### src/rtl/mfp_gpio_pkg.sv
// Shared definitions for the mfp_ahb_gpio_irq GPIO slave: register indices
// (HADDR[4:2]) and the AHB HTRANS IDLE encoding.
package mfp_gpio_pkg;

  typedef enum logic [2:0] {
    GPIO_IN_DATA   = 3'd0,
    GPIO_OUT_DATA  = 3'd1,
    GPIO_OUT_SET   = 3'd2,
    GPIO_OUT_CLR   = 3'd3,
    GPIO_EDGE_STAT = 3'd4,
    GPIO_IRQ_EN    = 3'd5,
    GPIO_EDGE_RISE = 3'd6,
    GPIO_EDGE_FALL = 3'd7
  } gpio_reg_e;

  localparam logic [1:0] HTRANS_IDLE = 2'b00;

endpackage

### src/rtl/mfp_gpio_in_chan.sv
// Single GPIO input channel: 2-flop synchroniser, optional debounce
// (macro MFP_GPIO_DEBOUNCE_EN), previous-value flop and edge pulses.
module mfp_gpio_in_chan #(
  parameter int unsigned DB_CYCLES = 50000
) (
  input  logic clk_i,
  input  logic rst_i,
  input  logic din_i,
  output logic lvl_o,
  output logic rise_o,
  output logic fall_o
);

  logic sync1_q, sync2_q, prev_q;
  logic lvl;

  // Two-stage synchroniser for the asynchronous pin.
  always_ff @(posedge clk_i) begin
    if (rst_i) begin
      sync1_q <= 1'b0;
      sync2_q <= 1'b0;
    end else begin
      sync1_q <= din_i;
      sync2_q <= sync1_q;
    end
  end

`ifdef MFP_GPIO_DEBOUNCE_EN
  localparam int unsigned CW = (DB_CYCLES < 2) ? 1 : $clog2(DB_CYCLES);

  logic [CW-1:0] cnt_q;
  logic          db_q;

  // Debounced level follows the synchronised value only after it has
  // differed for DB_CYCLES consecutive cycles; any agreement restarts the count.
  always_ff @(posedge clk_i) begin
    if (rst_i) begin
      cnt_q <= '0;
      db_q  <= 1'b0;
    end else if (sync2_q == db_q) begin
      cnt_q <= '0;
    end else if (cnt_q == CW'(DB_CYCLES - 1)) begin
      cnt_q <= '0;
      db_q  <= sync2_q;
    end else begin
      cnt_q <= cnt_q + 1'b1;
    end
  end

  assign lvl = db_q;
`else
  logic [31:0] unused_db_cycles;
  assign unused_db_cycles = DB_CYCLES;
  assign lvl = sync2_q;
`endif

  // Previous-value flop used for edge detection.
  always_ff @(posedge clk_i) begin
    if (rst_i) prev_q <= 1'b0;
    else       prev_q <= lvl;
  end

  assign lvl_o  = lvl;
  assign rise_o = lvl & ~prev_q;
  assign fall_o = ~lvl & prev_q;

endmodule

### src/rtl/mfp_ahb_gpio_irq.sv
// AHB-Lite GPIO slave with per-channel edge status, interrupt mask and
// atomic set/clear on outputs. Optional input debounce: MFP_GPIO_DEBOUNCE_EN.
module mfp_ahb_gpio_irq
  import mfp_gpio_pkg::*;
#(
  parameter int unsigned       N_IN      = 16,
  parameter int unsigned       N_OUT     = 16,
  parameter logic [N_OUT-1:0]  OUT_RST   = '0,
  parameter int unsigned       DB_CYCLES = 50000
) (
  input  logic              HCLK,
  input  logic              HRESET,
  input  logic [4:0]        HADDR,
  input  logic [1:0]        HTRANS,
  input  logic [31:0]       HWDATA,
  input  logic              HWRITE,
  input  logic              HSEL,
  output logic [31:0]       HRDATA,
  input  logic [N_IN-1:0]   GPIO_IN,
  output logic [N_OUT-1:0]  GPIO_OUT,
  output logic              IRQ
);

  logic [N_IN-1:0]  in_lvl, in_rise, in_fall;

  logic             wr_pend_q;
  gpio_reg_e        wr_idx_q;

  logic [N_OUT-1:0] out_q, out_d;
  logic [N_IN-1:0]  stat_q, stat_d;
  logic [N_IN-1:0]  en_q, en_d;
  logic [N_IN-1:0]  rise_q, rise_d;
  logic [N_IN-1:0]  fall_q, fall_d;
  logic [N_IN-1:0]  w1c;
  logic             irq_q;
  logic [31:0]      rdata_q, rdata_d;

  logic [N_IN-1:0]  wd_in;
  logic [N_OUT-1:0] wd_out;
  logic             rd_req;
  logic             unused_ok;

  assign wd_in     = HWDATA[N_IN-1:0];
  assign wd_out    = HWDATA[N_OUT-1:0];
  assign rd_req    = HSEL && (HTRANS != HTRANS_IDLE) && !HWRITE;
  assign unused_ok = ^{HADDR[1:0], HWDATA};

  for (genvar i = 0; i < N_IN; i++) begin : g_in_chan
    mfp_gpio_in_chan #(
      .DB_CYCLES(DB_CYCLES)
    ) u_chan (
      .clk_i (HCLK),
      .rst_i (HRESET),
      .din_i (GPIO_IN[i]),
      .lvl_o (in_lvl[i]),
      .rise_o(in_rise[i]),
      .fall_o(in_fall[i])
    );
  end

  // Capture the address phase so the write can commit in the data phase.
  always_ff @(posedge HCLK) begin
    if (HRESET) begin
      wr_pend_q <= 1'b0;
      wr_idx_q  <= GPIO_IN_DATA;
    end else begin
      wr_pend_q <= HSEL && HWRITE && (HTRANS != HTRANS_IDLE);
      wr_idx_q  <= gpio_reg_e'(HADDR[4:2]);
    end
  end

  // Next-state of all writable registers; new edges win over W1C.
  always_comb begin
    out_d  = out_q;
    en_d   = en_q;
    rise_d = rise_q;
    fall_d = fall_q;
    w1c    = '0;
    if (wr_pend_q) begin
      case (wr_idx_q)
        GPIO_OUT_DATA:  out_d  = wd_out;
        GPIO_OUT_SET:   out_d  = out_q | wd_out;
        GPIO_OUT_CLR:   out_d  = out_q & ~wd_out;
        GPIO_EDGE_STAT: w1c    = wd_in;
        GPIO_IRQ_EN:    en_d   = wd_in;
        GPIO_EDGE_RISE: rise_d = wd_in;
        GPIO_EDGE_FALL: fall_d = wd_in;
        default: ;
      endcase
    end
    stat_d = (stat_q & ~w1c) | (in_rise & rise_q) | (in_fall & fall_q);
  end

  // Register file update and registered interrupt.
  always_ff @(posedge HCLK) begin
    if (HRESET) begin
      out_q  <= OUT_RST;
      stat_q <= '0;
      en_q   <= '0;
      rise_q <= '0;
      fall_q <= '0;
      irq_q  <= 1'b0;
    end else begin
      out_q  <= out_d;
      stat_q <= stat_d;
      en_q   <= en_d;
      rise_q <= rise_d;
      fall_q <= fall_d;
      irq_q  <= |(stat_q & en_q);
    end
  end

  // Read mux uses next-state values, so a write committing on this same
  // edge (write followed by read of the same register) is forwarded.
  always_comb begin
    rdata_d = '0;
    case (gpio_reg_e'(HADDR[4:2]))
      GPIO_IN_DATA:   rdata_d[N_IN-1:0]  = in_lvl;
      GPIO_OUT_DATA:  rdata_d[N_OUT-1:0] = out_d;
      GPIO_EDGE_STAT: rdata_d[N_IN-1:0]  = stat_d;
      GPIO_IRQ_EN:    rdata_d[N_IN-1:0]  = en_d;
      GPIO_EDGE_RISE: rdata_d[N_IN-1:0]  = rise_d;
      GPIO_EDGE_FALL: rdata_d[N_IN-1:0]  = fall_d;
      default: ;
    endcase
  end

  // Registered read data; holds when no read is in progress.
  always_ff @(posedge HCLK) begin
    if (HRESET)      rdata_q <= '0;
    else if (rd_req) rdata_q <= rdata_d;
  end

  assign HRDATA   = rdata_q;
  assign GPIO_OUT = out_q;
  assign IRQ      = irq_q;

endmodule

### config.mk
export PLATFORM = sky130hd
export DESIGN_NAME = mfp_ahb_gpio_irq
export DESIGN_NICKNAME = d
export VERILOG_FILES = /design/src/rtl/mfp_gpio_pkg.sv /design/src/rtl/mfp_gpio_in_chan.sv /design/src/rtl/mfp_ahb_gpio_irq.sv
export SDC_FILE = /design/constraint.sdc
export NUM_CORES = 1
export LEC_CHECK = 0
export BUFFER_PORTS_ARGS = -buffer_cell sky130_fd_sc_hd__buf_4
export CAP_MARGIN = 30
export CORE_MARGIN = 2
export CORE_UTILIZATION = 60
export DETAILED_ROUTE_END_ITERATION = 7
export GPL_TIMING_DRIVEN = 0
export PLACE_DENSITY = 0.83
export SLEW_MARGIN = 20
export SYNTH_ARGS = -nofsm -noshare
export SYNTH_HDL_FRONTEND = slang
export SYNTH_SLANG_ARGS = --single-unit
export TNS_END_PERCENT = 1
### constraint.sdc
create_clock -name HCLK -period 4.1 [get_ports HCLK]
set_clock_uncertainty 0.2 [all_clocks]
set_input_delay 0.82 -clock HCLK [delete_from_list [all_inputs] [get_ports HCLK]]
set_output_delay 0.82 -clock HCLK [all_outputs]
set_load 0.05 [all_outputs]
==> metrics.yaml <==
status: "completed"
syn_to_final_growth_pct: 19.6
final_core_util_pct: 72.6
seqPwrFrac_pct: 45.3
grt.total_usage_pct: 35.0
multiInputGateArea_sq_mm: 0.00317
core_sq_mm: 0.0107
finalNetCount: 919
gp_congestion: 0.959
fin_crit_sh_pct: 60.3
ys.warnings.count: 0
grt_max_degree: 17
die_x_um: 108
diodes: 0
yosysMostFrequentCell: "dfxtp_1"
vias: 6083
cts_resized: 0
cts_tree: "yes"
synthTopCellsByArea: "dfxtp_1 (46%), nor2b_1 (7.4%), nor2_1 (5.2%)"
critPathBufInv: 4
synth_seq_cells: 149
yosysSeqAreaShare_pct: 45.7
dp_hpwl_mm: 14.2
h-tree-depth: 4
hp-class: "reg2reg"
power_mw: 3.29
place_ws_ns: 1.19
cts-root-buf: "clkbuf_8"
dieArea_sq_mm: 0.0117
post_cts_buffers: 0
synth_top_cell_by_area: "dfxtp_1"
max_cap_viol_count: 0
final.min_clock_period_ns: 2.47
worst_setup_path_end_kind: "register"
grt_pass1_vias: 5774
drive_gt1_share_pct: 16.1
syn_area_sq_mm: 0.00653
antenna_found_initial: 0
required_ns: 4.28
path_class: "in2reg"
regArea_sq_mm: 0.00298
worst_pin_slew_ns: 0.785
crit_chain: "buf_4 > clkbuf_1 > clkbuf_1 > buf_1 > nor2_1"
placementRows: 38
grt_setup_unrepaired: "no"
cts_buffer_depth: 2
hold_viol: 0
floorplan.initialDensity_pct: 60.8
arrival_ns: 2.66
setup_viol: 0
synthTopCellsByCount: "dfxtp_1 (149), nor2_1 (91), nand2_1 (84)"
firstDrtPassIters: 6
placed_area_sq_mm: 0.00722
clock-sinks: 149
crit_slowest_cell: "buf_1"
worst_setup_hold_path_clk_slew_ns: 0.06
grt_overflow: 0
finalSetupTns_ns: 0
cts_made_buffers: 17
synth.avg_cell_area_sq_um: 8.53
synth_flop_cell: "dfxtp_1"
pin_count: 108
cts_hold_buf: 0
vias_per_cell: 6.01
wl_per_cell_um: 19.6
final_area_sq_mm: 0.00781
timing.fmax_ghz: 0.404
crit_path_start_kind: "primary input"
fillers: 837
intPower_mw: 2.49
totalWireLength_mm: 19.8
synthArstFlopShare_pct: 0
drt_iter0_markers: 720
drv_slew: 0
ir_drop_mv: 0.293
place.port_buffers: 61
relSlewSlack_pct: 47.7
slowest_delay_ns: 0.66
switching_share_pct: 24.4
crit_path_frequent_cell: "clkbuf_1"
power_density_mw_per_mm2: 422
clock_power_share_pct: 47.4
critPathMaxFanout: 10
setup_ws_ns: 1.63
synth_edf_count: 0
synth_cell_type_count: 52
yosys.area.top_type_share_pct: 45.7
p_leak_nw: 3.12
pwr-share-comb_pct: 7.4
ant_nets: 0
worstSkewPairLatency_ns: 0.53
grt_first_pass_wirelength_mm: 30.6
die_h_um: 108
drc: 0
critPathTopFamily: "buffers and inverters"
netSwitchingPower_mw: 0.804
synthCells: 765
-- power groups by stage --
stage	registers [mW]	clock network (mW)	logic (mW)
after global routing	1.49	1.61	0.259
after global placement	1.52	0	0.232
after CTS	1.49	1.55	0.238
final	1.49	1.56	0.243
after floorplan	1.52	0	0.149
after detailed placement	1.52	0	0.237
-- worst register-to-register path: cells and delay by family, from the launching register on --
kind | cells | cell delay, ns
compound gates | 3 | 0.55
buf+inv | 1 | 0.27
flops | 1 | 0.50
mux | 1 | 0.27
simple gates | 1 | 0.28
-- through the flow --
stage	instances	hold WS, ns
after floorplan	780	0.214
after global placement	981	0.217
after detailed placement	981	0.224
after CTS	1012	0.240
after global routing	1012	0.256
final	1012	0.236
-- final cells by class --
class	count	area share (%)
multi-input cells	546	40.6
flip-flops and latches	149	38.2
repair buffers	61	5.87
clock buffers	19	5.53
plain buffers	73	4.98
well taps	140	2.24
clock inverters	12	2.00
inverters	12	0.577
-- registers in the layout (all words and copies together), names as in the netlist, 3 cells and up --
name,flops
GPIO_OUT,16
HRDATA,16
en_q,16
fall_q,16
g_in_chan.u_chan.lvl_o,16
g_in_chan.u_chan.prev_q,16
g_in_chan.u_chan.sync1_q,16
rise_q,16
stat_q,16
wr_idx_q,3
-- layout by cell type (no fill, tap or decap), drive strengths merged, types with 2 or more instances in the layout --
master    netlist  layout
a21oi          52      52
o21ai          49      49
conb            1      16
dfxtp         149     149
inv            12      12
and4b           2       2
o22ai           5       5
nand3b          9       9
mux2i          27      27
nor2           92      92
clkinv          0       5
nor2b          77      77
buf            39     100
and3b           2       2
a211oi         11      11
o2111ai        20      20
o31a            6       6
nand2          84      84
or2             2       2
nand4b          2       2
nand3          26      26
bufinv          0       3
clkbuf         34      53
a221oi         13      13
nor4            5       5
clkinvlp        0       4
a22oi          14      14
or3            11      11
a22o            3       3
a21boi          5       5
-- cell families after synthesis --
family	after synthesis	synth area share, %
AO/OA/AOI/OAI	183	18.2
XOR/XNOR	1	0.249
buffers and inverters	85	6.65
flip-flops	149	45.7
multiplexers	27	4.33
other	1	0.0574
AND/OR/NAND/NOR	319	24.8
-- per-layer routing --
layer  GRT usage [%]  share of wire, %  vias up
li1                -                 -     2811
met3            10.2                11       47
met4            12.6               2.2        0
met2            53.9                44      363
met5               0                 0        -
met1            46.9                42     2862
-- path summary, 6_finish.rpt --
| path | to | depth (start not counted) | slack [ns] | start |
|---|---|---|---|---|
| max | fall_q[13]$_SDFF_PP0_ | 5 | 1.63 | HRESET |
| min | g_in_chan[6].u_chan.lvl_o$_SDFF_PP0_ | 1 | 0.24 | g_in_chan[6].u_chan.sync1_q$_SDFF_PP0_ |
| max reg2reg | HRDATA[10]$_SDFFE_PP0P_ | 6 | 1.92 | wr_idx_q[1]$_SDFF_PP0_ |
| min reg2reg | g_in_chan[6].u_chan.lvl_o$_SDFF_PP0_ | 1 | 0.24 | g_in_chan[6].u_chan.sync1_q$_SDFF_PP0_ |
(Power assumes the default switching activity.)
